===== src/rtl/mem_bist_pkg.sv =====
// Shared types and the data-pattern generator for the memory BIST controller.
// Patterns are built at MAX_W bits. Callers truncate the result to their own width.
package mem_bist_pkg;

  typedef enum logic [2:0] {ST_IDLE, ST_WRITE, ST_READ, ST_DRAIN, ST_DONE} state_t;
  typedef enum logic [1:0] {PAT_ADDR, PAT_INV, PAT_CHK, PAT_ZERO} pattern_t;

  localparam int MAX_W = 32;

  function automatic logic [MAX_W-1:0] expected_data(input logic [MAX_W-1:0] addr,
                                                     input pattern_t pat);
    case (pat)
      PAT_ADDR: return addr;
      PAT_INV:  return ~addr;
      PAT_CHK:  return addr[0] ? {(MAX_W/8){8'hAA}} : {(MAX_W/8){8'h55}};
      default:  return '0;
    endcase
  endfunction

endpackage


===== src/rtl/mem_bist_delay.sv =====
// This is a DEPTH-stage shift line of {valid, addr}. It aligns each read address with its returning data.
// The clr input drops only the valid bits. Stale addresses are harmless without a valid bit.
module mem_bist_delay #(
  parameter int N     = 8,
  parameter int DEPTH = 1
) (
  input  logic         clk,
  input  logic         rst,
  input  logic         en,
  input  logic         clr,
  input  logic         in_vld,
  input  logic [N-1:0] in_addr,
  output logic         out_vld,
  output logic [N-1:0] out_addr
);

  logic [DEPTH-1:0]        vld;
  logic [DEPTH-1:0][N-1:0] adr;

  always_ff @(posedge clk or negedge rst) begin
    if (!rst) begin
      vld <= '0;
      adr <= '0;
    end else if (en) begin
      vld[0] <= in_vld && !clr;
      adr[0] <= in_addr;
      for (int i = 1; i < DEPTH; i++) begin
        vld[i] <= vld[i-1] && !clr;
        adr[i] <= adr[i-1];
      end
    end
  end

  assign out_vld  = vld[DEPTH-1];
  assign out_addr = adr[DEPTH-1];

endmodule


===== src/rtl/mem_bist_ctrl.sv =====
// This controller writes a pattern to every address, then reads each address back and checks it.
// It records the error count and the first failing address and data.
module mem_bist_ctrl
  import mem_bist_pkg::*;
#(
  parameter int N        = 8,
  parameter int READ_LAT = 1
) (
  input  logic         clk,
  input  logic         rst,
  input  logic         start,
  input  logic         abort,
  input  logic [1:0]   pattern_sel,
  output logic         mem_we,
  output logic [N-1:0] mem_addr,
  output logic [N-1:0] mem_wdata,
  input  logic [N-1:0] mem_rdata,
  output logic         busy,
  output logic         done,
  output logic         pass,
  output logic [N-1:0] fail_addr,
  output logic [N-1:0] fail_data,
  output logic [N:0]   err_count
);

  localparam logic [N-1:0] LAST = '1;
  localparam int DW = (READ_LAT > 1) ? $clog2(READ_LAT) : 1;

  state_t          state, nxt;
  logic [N-1:0]    cnt;
  logic [DW-1:0]   dcnt;
  pattern_t        pat;
  logic            accept;
  logic            d_vld, cmp_vld, mismatch;
  logic [N-1:0]    d_addr;

  always_ff @(posedge clk or negedge rst) begin
    if (!rst) state <= ST_IDLE;
    else      state <= nxt;
  end

  // The memory outputs decode directly from the state. Reset therefore forces them low at once.
  always_comb begin
    nxt       = state;
    accept    = 1'b0;
    mem_we    = 1'b0;
    mem_addr  = '0;
    mem_wdata = '0;
    busy      = 1'b0;
    done      = 1'b0;
    case (state)
      ST_IDLE: if (start && !abort) begin
        accept = 1'b1;
        nxt    = ST_WRITE;
      end
      ST_WRITE: begin
        mem_we    = 1'b1;
        mem_addr  = cnt;
        mem_wdata = N'(expected_data(MAX_W'(cnt), pat));
        busy      = 1'b1;
        if (abort)            nxt = ST_IDLE;
        else if (cnt == LAST) nxt = ST_READ;
      end
      ST_READ: begin
        mem_addr = cnt;
        busy     = 1'b1;
        if (abort)            nxt = ST_IDLE;
        else if (cnt == LAST) nxt = ST_DRAIN;
      end
      ST_DRAIN: begin
        busy = 1'b1;
        if (abort)                          nxt = ST_IDLE;
        else if (dcnt == DW'(READ_LAT - 1)) nxt = ST_DONE;
      end
      ST_DONE: begin
        done = 1'b1;
        if (abort) nxt = ST_IDLE;
        else if (start) begin
          accept = 1'b1;
          nxt    = ST_WRITE;
        end
      end
      default: nxt = ST_IDLE;
    endcase
  end

  mem_bist_delay #(.N(N), .DEPTH(READ_LAT)) u_delay (
    .clk      (clk),
    .rst      (rst),
    .en       (1'b1),
    .clr      (abort),
    .in_vld   (state == ST_READ),
    .in_addr  (cnt),
    .out_vld  (d_vld),
    .out_addr (d_addr)
  );

  assign cmp_vld  = d_vld && !abort;
  assign mismatch = mem_rdata != N'(expected_data(MAX_W'(d_addr), pat));
  assign pass     = done && (err_count == '0);

  // cnt wraps from LAST back to 0. That wrap starts the read pass.
  always_ff @(posedge clk or negedge rst) begin
    if (!rst) begin
      cnt       <= '0;
      dcnt      <= '0;
      pat       <= PAT_ADDR;
      err_count <= '0;
      fail_addr <= '0;
      fail_data <= '0;
    end else begin
      if (accept) begin
        cnt       <= '0;
        pat       <= pattern_t'(pattern_sel);
        err_count <= '0;
        fail_addr <= '0;
        fail_data <= '0;
      end else if (state == ST_WRITE || state == ST_READ) begin
        cnt <= cnt + 1'b1;
      end
      dcnt <= (state == ST_DRAIN) ? dcnt + 1'b1 : '0;
      if (cmp_vld && mismatch) begin
        err_count <= err_count + 1'b1;
        if (err_count == '0) begin
          fail_addr <= d_addr;
          fail_data <= mem_rdata;
        end
      end
    end
  end

endmodule

===== config.mk =====
export PLATFORM = sky130hd
export DESIGN_NAME = mem_bist_ctrl
export DESIGN_NICKNAME = d
export VERILOG_FILES = /design/src/rtl/mem_bist_pkg.sv /design/src/rtl/mem_bist_delay.sv /design/src/rtl/mem_bist_ctrl.sv
export SDC_FILE = /design/constraint.sdc
export NUM_CORES = 1
export LEC_CHECK = 0
export CAP_MARGIN = 15
export CORE_MARGIN = 4
export CORE_UTILIZATION = 60
export DETAILED_ROUTE_END_ITERATION = 12
export DONT_BUFFER_PORTS = 1
export PLACE_DENSITY = 0.83
export SYNTH_ARGS = -nofsm -noshare
export SYNTH_HDL_FRONTEND = slang
export SYNTH_SLANG_ARGS = --single-unit
export TNS_END_PERCENT = 5

===== constraint.sdc =====
create_clock -name clk -period 6.9 [get_ports clk]
set_clock_uncertainty 0.2 [all_clocks]
set_input_delay 1.035 -clock clk [delete_from_list [all_inputs] [get_ports clk]]
set_output_delay 1.035 -clock clk [all_outputs]
set_load 0.05 [all_outputs]

==> impl_metrics.py, run 1 <==
metrics = {
    "synthesis": {
        "synth_top_family_by_area": "simple AND/OR/NAND/NOR gates",
        "synth_warnings": 0,
        "synth-edff-count": 0,
        "synth-simple-area-share_pct": 20.9,
        "synth_xor_area_share_pct": 6.23,
        "synth_area_per_cell_um2": 9.52,
        "ys_types": 48,
        "ys_ff_latch": 48,
        "synthesis.area_um2": 2750,
        "synthFlopType": "dfrtp_1",
        "synth_fa_ha_area_share_pct": 1.36,
        "ys_seq_area_share_pct": 43.6,
        "synthMuxAreaShare_pct": 4.73,
        "syn_inst": 289,
        "async_reset_ff_share_pct": 100,
        "synth_nets": 306,
        "synth_compound_area_share_pct": 15.8,
    },
    "cts": {
        "ctsResizeCount": 0,
        "numCtsBuffers": 5,
        "cts.clk_slew.worst_paths_ps": 80,
        "cts-root-buf": "clkbuf_8",
        "cts_hold_buf": 0,
        "h-tree-depth": 2,
        "cts_tree": "yes",
        "clk_latency_ps": 300,
        "clkSinkCount": 48,
        "clockBufferDepth": 2,
        "cts_setup_buffers": 0,
    },
    "worst_setup_path": {
        "r2r_slack_ps": 3630,
        "start_kind": "flop",
        "reg2reg_depth": 6,
        "r2r_end": "fail_addr[1]",
        "crit_required_ps": 5660,
        "crit_start": "state[0]",
        "path_class": "reg2out",
        "r2r-start": "pat[1]",
        "cpPeakStageDelay_ps": 980,
        "crit_fanout": 11,
        "path_buf_inv": 0,
        "worstPathCellList": "nor3b_2 -> and2_1",
        "slowest_stage": "nor3b_2",
        "end_kind": "output pin",
        "critPathTopFamily": "simple AND/OR/NAND/NOR gates",
        "crit_arrival_ps": 2410,
    },
    "finish": {
        "diodes": 0,
        "seq_area_um2": 1200,
        "areaGrowthSynthToFinish_pct": 2.91,
        "multiInputGateArea_um2": 1360,
        "drive_above_1_share_pct": 9.61,
        "final_nets": 297,
        "n_fill_cell": 357,
        "final_cell_area_um2": 2830,
    },
    "die": {
        "ioPinCount": 59,
        "rows": 24,
        "dieHeight_um": 75.7,
        "start_util_pct": 62.8,
        "die-width_um": 75.7,
        "core_area_um2": 4380,
        "die-area_um2": 5740,
    },
    "sta": {
        "layout_worst_path_cycle_share_pct": 52.8,
        "rsz0062_at_grt": "no",
        "fmax_ghz": 0.275,
        "setup_viol": 0,
        "finalHoldViolCount": 0,
        "slew_viol_final": 0,
        "min_period_ps": 3640,
        "fin_hold_ws_ps": 217,
        "worst_slew_pin_slew_ps": 1140,
        "slew_headroom_pct": 23.5,
        "setup_tns_ps": 0,
    },
    "route": {
        "dr.pass1.iters": 5,
        "wirelength_mm": 5.41,
        "wl_met2_mm": 2.50,
        "vias": 2032,
        "viasPerCell": 6.10,
        "drt_iter0_drc": 206,
        "routedWlPerCell_um": 16.2,
        "postRouteAntennaNets": 0,
        "highest_layer": "met4",
        "wl_met3_um": 392,
        "wl_met1_mm": 2.48,
        "drc_errors": 0,
    },
    "place": {
        "gp_congestion": 0.849,
        "port_buffers": 0,
        "placed_area_um2": 2740,
        "dp_hpwl_mm": 3.73,
    },
    "global_routing": {
        "grt_pass1_wl_mm": 8.70,
        "grt_overflow": 0,
        "grt_max_degree": 49,
        "grt_pass1_vias": 1815,
        "grtUsageTotal_pct": 19.9,
        "antenna_found_initial": 0,
    },
    "hold_path": {
        "hold_path.class": "in2async",
    },
    "run": {
        "drv_cap": 0,
    },
    "power_and_ir_drop": {
        "leakagePower_nw": 1.25,
        "ir_worst_vdd_uv": 281,
        "cellPowerDensity_nw_per_um2": 400,
    },
    "status": {
        "status": "finished clean",
    },
}
[power by group]
group	internal (mW)	switching (mW)
registers	0.328	0.185
logic	0.176	0.274
clock network	0.0800	0.0913
[routing by layer]
layer | vias to the layer above | global-route usage [%]
met3 | 4 | 5.94
met1 | 974 | 28.7
met4 | 0 | 5.24
li1 | 988 | -
met2 | 66 | 29.2
met5 | - | 0
[how the worst max path moves through the flow]
stage                               to  slack, ps  cells after the start
final                     mem_wdata[4]       3260                      2
after global routing      mem_wdata[4]       3100                      5
after CTS                 mem_wdata[4]       3220                      2
after detailed placement  mem_wdata[4]       3560                      2
after global placement    mem_wdata[4]       3620                      2
after floorplan           mem_wdata[1]       3010                      3
[worst reg2reg max path, stage by stage, from the launching register on]
cell and delay [ps]:
dfrtp_1 900, mux2_2 420, o21ai_1 200, xnor2_2 140, nand4_2 180, o21ai_2 860
o21ai_0 220
[Yosys cell counts, types with 2 or more instances]
cell | number | area [µm²]
o21ai_0 | 25 | 125
nand2b_1 | 2 | 12.5
buf_6 | 3 | 33.8
o21ai_2 | 3 | 26.3
nand3_1 | 4 | 20.0
and3_1 | 3 | 18.8
mux2_2 | 4 | 45.0
nor2_1 | 20 | 75.1
buf_2 | 5 | 25.0
and2_1 | 14 | 87.6
xnor2_1 | 7 | 61.3
o221ai_1 | 5 | 43.8
nor3b_1 | 2 | 15.0
xor2_1 | 7 | 61.3
dfrtp_1 | 48 | 1200
nor4b_1 | 3 | 26.3
nor2b_1 | 4 | 25.0
o21ai_1 | 5 | 25.0
o31ai_1 | 4 | 30.0
o22ai_1 | 7 | 43.8
mux2i_1 | 7 | 70.1
nand2_1 | 14 | 52.6
a21oi_1 | 6 | 30.0
clkbuf_1 | 8 | 30.0
nand3b_1 | 16 | 120
xnor2_2 | 3 | 48.8
nor4bb_1 | 2 | 20.0
inv_1 | 28 | 105
or3_1 | 6 | 37.5
nand4_1 | 3 | 18.8
ha_1 | 3 | 37.5
a31oi_1 | 2 | 12.5
[flip-flops by register name, indices dropped and copies added (netlist names)]
| register | count |
|---|---|
| pat | 2 |
| fail_addr | 8 |
| dcnt | 1 |
| err_count | 9 |
| fail_data | 8 |
| state | 3 |
| u_delay.out_addr | 8 |
| cnt | 8 |
| u_delay.out_vld | 1 |
[through the flow]
stage	power (mW)	cells	setup slack (ps)	util (%)
after floorplan	0.916	289	3010	-
after global placement	0.955	325	3620	62.5
after detailed placement	0.972	325	3560	62.5
after CTS	1.14	333	3220	64.6
after global routing	1.21	333	3100	64.6
final	1.13	333	3260	64.6
[placed cells by master, fill, tap and decap left out, drive strengths merged, types with 7 or more instances in the layout]
cell	Yosys	routed
xnor2	10	10
inv	28	28
mux2i	7	7
o21ai	34	34
nor2	20	20
dfrtp	48	48
and2	14	14
nand3b	16	16
nand2	14	14
xor2	7	7
o22ai	7	7
[area by class of cell]
type                    count  area share [%]
well taps                  52            2.30
clock buffers               6            2.92
flip-flops and latches     48            42.4
multi-input cells         196            48.1
repair buffers              1           0.265
clock inverters             2           0.353
inverters                  28            3.71
[kinds of logic (layout without fill, tap and decap cells)]
logic type | after synthesis | count (layout)
flip-flops | 48 | 48
AO/OA/AOI/OAI | 66 | 66
buffers and inverters | 45 | 37
AND/OR/NAND/NOR | 98 | 98
XOR/XNOR | 17 | 17
adder cells (fa/ha/maj) | 3 | 3
multiplexers | 12 | 12
No activity file was read; power rests on OpenSTA's default activity.
==> run 2, diff against run 1 <==
Settings changed: CORE_UTILIZATION 60 to 57, PLACE_DENSITY 0.83 to 0.82.
Clock period 6.9 ns to 3 ns, I/O delays scaled along.
==> run 2 against run 1 <==
Net effect: first-iteration DRC count fell by 42%; largest power group is now combinational logic; non-clock buffer count rose by 21; sequential power rose by 120%; global-route usage rose by 1.3 points; core utilization fell by 0.24 points; die area rose by 4.7%; cell count rose by 6.9%; cell area rose by 6.6%; routed wire length rose by 6.8%; register-to-register slack got worse by 3300 ps.
==> impl_metrics.py, run 2 (synthesized netlist as in run 1, its figures left out) <==
metrics = {
    "sta": {
        "slew_headroom_pct": 58.8,
        "setup_viol": 0,
        "slew_viol_final": 0,
        "min_period_ps": 2780,
        "setup_slack_ps": 217,
        "fmax_ghz": 0.359,
        "layout_worst_path_cycle_share_pct": 92.8,
        "setup_tns_ps": 0,
        "rsz0062_at_grt": "no",
        "worst_slew_pin_slew_ps": 619,
        "finalHoldViolCount": 0,
    },
    "route": {
        "dr.pass1.iters": 4,
        "drc_errors": 0,
        "wl_met1_mm": 2.69,
        "postRouteAntennaNets": 0,
        "wl_met3_um": 356,
        "wirelength_mm": 5.78,
        "highest_layer": "met4",
        "vias": 2077,
        "wl_met2_mm": 2.66,
        "routedWlPerCell_um": 16.2,
        "viasPerCell": 5.83,
        "drt_iter0_drc": 120,
    },
    "place": {
        "place_ws_ps": 389,
        "dp_hpwl_mm": 4.18,
        "port_buffers": 0,
        "gp_congestion": 0.812,
    },
    "finish": {
        "areaGrowthSynthToFinish_pct": 9.73,
        "mostFrequentLayoutCells": "dfrtp_1, inv_1, o21ai_0",
        "final_common_cell": "dfrtp_1",
        "drive_above_1_share_pct": 14.9,
        "n_fill_cell": 402,
        "largest_reg_flops": 9,
        "diodes": 0,
        "top_register": "err_count",
        "final_nets": 318,
    },
    "global_routing": {
        "antenna_found_initial": 0,
        "grt_overflow": 0,
        "grt_pass1_wl_mm": 10.3,
        "grt_max_degree": 49,
        "grt_pass1_vias": 2108,
        "grtUsageTotal_pct": 21.2,
    },
    "cts": {
        "cts_tree": "yes",
        "clockBufferDepth": 2,
        "clk_latency_ps": 300,
        "numCtsBuffers": 5,
        "cts-root-buf": "clkbuf_8",
        "cts.clk_slew.worst_paths_ps": 90,
        "ctsResizeCount": 0,
        "clkSinkCount": 48,
        "cts_hold_buf": 3,
        "cts_setup_buffers": 0,
        "h-tree-depth": 2,
    },
    "worst_setup_path": {
        "crit_path_frequent_cell": "buf_4",
        "cpPeakStageDelay_ps": 660,
        "critPathTopFamily": "flip-flops",
        "worstPathCellList": "buf_4 -> inv_1 -> nor2_1 -> a21oi_1 -> o22ai_1 -> and2_1 -> buf_4",
        "slowest_stage": "dfrtp_1",
        "crit_fanout": 17,
        "crit_arrival_ps": 2130,
        "path_class": "reg2out",
        "path_buf_inv": 3,
        "r2r_slack_ps": 360,
        "crit_required_ps": 2350,
        "end_kind": "output pin",
        "start_kind": "flop",
    },
    "status": {
        "status": "finished clean",
    },
    "power_and_ir_drop": {
        "cellPowerDensity_nw_per_um2": 905,
        "ir_worst_vdd_uv": 739,
        "leakagePower_nw": 1.36,
    },
    "die": {
        "die-width_um": 77.5,
        "rows": 25,
        "die-area_um2": 6000,
        "dieHeight_um": 77.5,
        "core_area_um2": 4690,
        "start_util_pct": 58.7,
        "ioPinCount": 59,
    },
    "run": {
        "drv_cap": 0,
    },
    "hold_path": {
        "hold_path.class": "in2reg",
    },
}
run 2: cell types whose count changed in the layout (fill, tap and decap cells not counted):
cell,delta
clkinv_2,-2
clkinvlp_4,+2
buf_4,+17
dlygate4sd3_1,+3
buf_16,+1
clkinv_4,+1
clkbuf_8,-1
run 2: layer usage:
layer,track usage (%),vias to the layer above
met4,7.30,0
met1,28.9,985
li1,-,1024
met3,6.61,6
met2,31.9,62
met5,0,-
run 2: stage by stage:
step	util, %	area (µm²)	total power, mW	cells	hold WS (ps)
floorplan	-	2760	2.11	289	-45.6
global placement	61.2	2870	2.30	344	-44.6
detailed placement	61.2	2870	2.34	344	-44.5
CTS	64.2	3010	2.75	355	6.39
global route	64.4	3020	2.94	356	82.3
finish	64.4	3020	2.73	356	71.2
run 2: cell type report:
| class | instances | area [µm²] | share of cell area [%] |
|---|---|---|---|
| Tap cell | 54 | 67.6 | 2.24 |
| Timing Repair Buffer | 22 | 193 | 6.38 |
| Sequential cell | 48 | 1200 | 39.8 |
| Clock buffer | 5 | 68.8 | 2.28 |
| Inverter | 28 | 105 | 3.48 |
| Clock inverter | 3 | 23.8 | 0.787 |
| Multi-Input combinational cell | 196 | 1360 | 45.1 |
run 2: path summary, 6_finish.rpt:
check                          endpoint  cells past startpoint            from
setup / recovery           mem_wdata[6]                      7          pat[1]
hold / removal                   pat[1]                      2  pattern_sel[1]
setup reg to reg           err_count[1]                      7          pat[1]
hold reg to reg                    dcnt                      1            dcnt
max in group asynchronous      state[1]                      2             rst
min in group asynchronous  fail_addr[4]                      2             rst
run 2: worst register-to-register path, stage by stage (launching register included):
cell	delay, ps
dfrtp_1	660
mux2_2	390
o21ai_1	190
xnor2_2	140
nand4_2	170
o21ai_4	270
buf_4	210
mux2_4	300
run 2: report_power, final:
| group | internal [mW] | leakage [nW] | total (mW) | switching [mW] |
|---|---|---|---|---|
| registers | 0.756 | 0.656 | 1.13 | 0.376 |
| logic | 0.499 | 0.660 | 1.22 | 0.717 |
| clock network | 0.165 | 0.0404 | 0.384 | 0.219 |
| total | 1.42 | 1.36 | 2.73 | 1.31 |
==> run 3, diff against run 2 <==
Settings changed: CORE_ASPECT_RATIO set to 2.
==> run 3 against run 2 <==
Net effect: register-to-register slack lost 50 ps; die area grew 1.1%; sequential share of layout area is essentially flat; cell count grew 0.28%; cell area is essentially flat; fmax grew 1.8%; setup slack gained 49 ps; core utilization grew 0.67 points; highest routed layer unchanged; worst hold slack lost 64 ps; routed wire length grew 6.8%; global-route usage grew 0.37 points; via count grew 5.2%.
==> impl_metrics.py, run 3 (synthesized netlist as in run 1, its figures left out) <==
metrics = {
    "status": {
        "status": "finished clean",
    },
    "worst_setup_path": {
        "path_buf_inv": 3,
        "start_kind": "flop",
        "crit_fanout": 16,
        "crit_arrival_ps": 2080,
        "slowest_stage": "dfrtp_1",
        "crit_path_frequent_cell": "buf_4",
        "end_kind": "output pin",
        "worstPathCellList": "buf_4 -> inv_1 -> nor2_1 -> a21oi_1 -> o22ai_1 -> and2_1 -> buf_4",
        "critPathTopFamily": "buffers and inverters",
        "cpPeakStageDelay_ps": 540,
        "crit_required_ps": 2350,
        "path_class": "reg2out",
    },
    "cts": {
        "cts_setup_buffers": 0,
        "h-tree-depth": 2,
        "cts_tree": "yes",
        "cts.clk_slew.worst_paths_ps": 100,
        "clockBufferDepth": 2,
        "clk_latency_ps": 310,
        "cts-root-buf": "clkbuf_8",
        "numCtsBuffers": 5,
        "clkSinkCount": 48,
    },
    "power_and_ir_drop": {
        "p_seq_share_pct": 39.6,
        "p_sw_mw": 1.35,
        "switching_share_pct": 48.5,
        "power_frac_clock_pct": 14.2,
        "cellPowerDensity_nw_per_um2": 921,
        "leakagePower_nw": 1.36,
        "p_int_mw": 1.43,
        "ir_worst_vdd_uv": 663,
        "combPwrFrac_pct": 46.2,
    },
    "finish": {
        "final_common_cell": "dfrtp_1",
        "final_nets": 318,
        "areaGrowthSynthToFinish_pct": 9.68,
        "top_register": "err_count",
        "diodes": 0,
        "drive_above_1_share_pct": 15.2,
        "mostFrequentLayoutCells": "dfrtp_1, inv_1, o21ai_0",
        "largest_reg_flops": 9,
    },
    "sta": {
        "fmax_ghz": 0.366,
        "setup_slack_ps": 266,
        "setup_tns_ps": 0,
        "min_period_ps": 2730,
        "setup_viol": 0,
        "worst_slew_pin_slew_ps": 640,
        "slew_headroom_pct": 57.3,
        "finalHoldViolCount": 0,
        "rsz0062_at_grt": "no",
        "layout_worst_path_cycle_share_pct": 91.1,
        "slew_viol_final": 0,
    },
    "route": {
        "drc_errors": 0,
        "wirelength_mm": 6.17,
        "drt_iter0_drc": 100,
        "vias": 2185,
        "postRouteAntennaNets": 0,
        "dr.pass1.iters": 4,
        "viasPerCell": 6.12,
        "routedWlPerCell_um": 17.3,
    },
    "die": {
        "start_util_pct": 59.3,
        "dieHeight_um": 106,
        "core_area_um2": 4640,
        "ioPinCount": 59,
        "die-width_um": 57.1,
        "rows": 35,
        "die-area_um2": 6070,
    },
    "global_routing": {
        "grtUsageTotal_pct": 21.5,
        "grt_max_degree": 49,
        "grt_pass1_vias": 2266,
        "grt_pass1_wl_mm": 10.5,
        "grt_overflow": 0,
        "antenna_found_initial": 0,
    },
    "place": {
        "port_buffers": 0,
        "place_ws_ps": 333,
        "gp_congestion": 0.882,
        "dp_hpwl_mm": 4.27,
    },
    "hold_path": {
        "hold_path.class": "in2reg",
    },
    "run": {
        "drv_cap": 0,
    },
}
-- run 3: path summary, 6_finish.rpt --
path	start	endpoint	slack (ps)	cells past startpoint
max	pat[1]	mem_wdata[6]	270	7
min	abort	state[1]	7	1
max reg2reg	pat[1]	err_count[5]	310	8
min reg2reg	cnt[7]	u_delay.out_addr[7]	310	0
max in group asynchronous	rst	fail_addr[4]	1930	2
min in group asynchronous	rst	fail_addr[3]	440	2
-- run 3: layout make-up --
| class | count | area [µm²] |
|---|---|---|
| inverter | 28 | 105 |
| fill | 383 | 1620 |
| timing repair buffer | 22 | 190 |
| multi-input combinational | 196 | 1360 |
| clock inverter | 3 | 23.8 |
| clock buffer | 5 | 68.8 |
| sequential | 48 | 1200 |
| tap | 55 | 68.8 |
-- run 3: routing by layer --
| layer | GRT usage, % | vias to the layer above | share of wire (%) |
|---|---|---|---|
| met2 | 39.0 | 62 | 55 |
| li1 | - | 1027 | - |
| met5 | 0 | - | 0 |
| met3 | 2.92 | 18 | 3.8 |
| met4 | 10.1 | 0 | 3.2 |
| met1 | 23.9 | 1078 | 38 |
-- run 3: stage by stage --
step           cells  cell area [µm²]  hold slack, ps  util [%]  power (mW)
2_1_floorplan    289             2760           -45.6         -        2.11
3_3_place_gp     346             2880           -44.3      62.0        2.33
3_5_place_dp     346             2880           -44.4      62.0        2.36
4_1_cts          357             3020            2.11      65.0        2.79
5_1_grt          357             3020            1.94      65.0        2.94
6_report         357             3020            6.87      65.0        2.78
-- run 3: power by group through the flow --
stage	Clock (mW)	Sequential [mW]	Combinational, mW
floorplan	0	1.02	1.09
global placement	0	1.10	1.23
detailed placement	0	1.11	1.26
CTS	0.400	1.10	1.29
global route	0.426	1.12	1.40
finish	0.394	1.10	1.28
-- run 3: worst reg2reg max path: stages, from the launching register on --
cell      delay, ps
dfrtp_1         540
buf_4           290
nor2b_1          80
o31ai_1         240
xnor2_1         170
nand4_2         180
o21ai_4         390
nand2b_1        260
o221ai_1        250
-- run 3: what timing repair did --
action                     in CTS  in global routing
hold endpoints to repair       51                  0
setup endpoints to repair       0                  1
resized for setup               0                  0
hold buffers                    3                  0
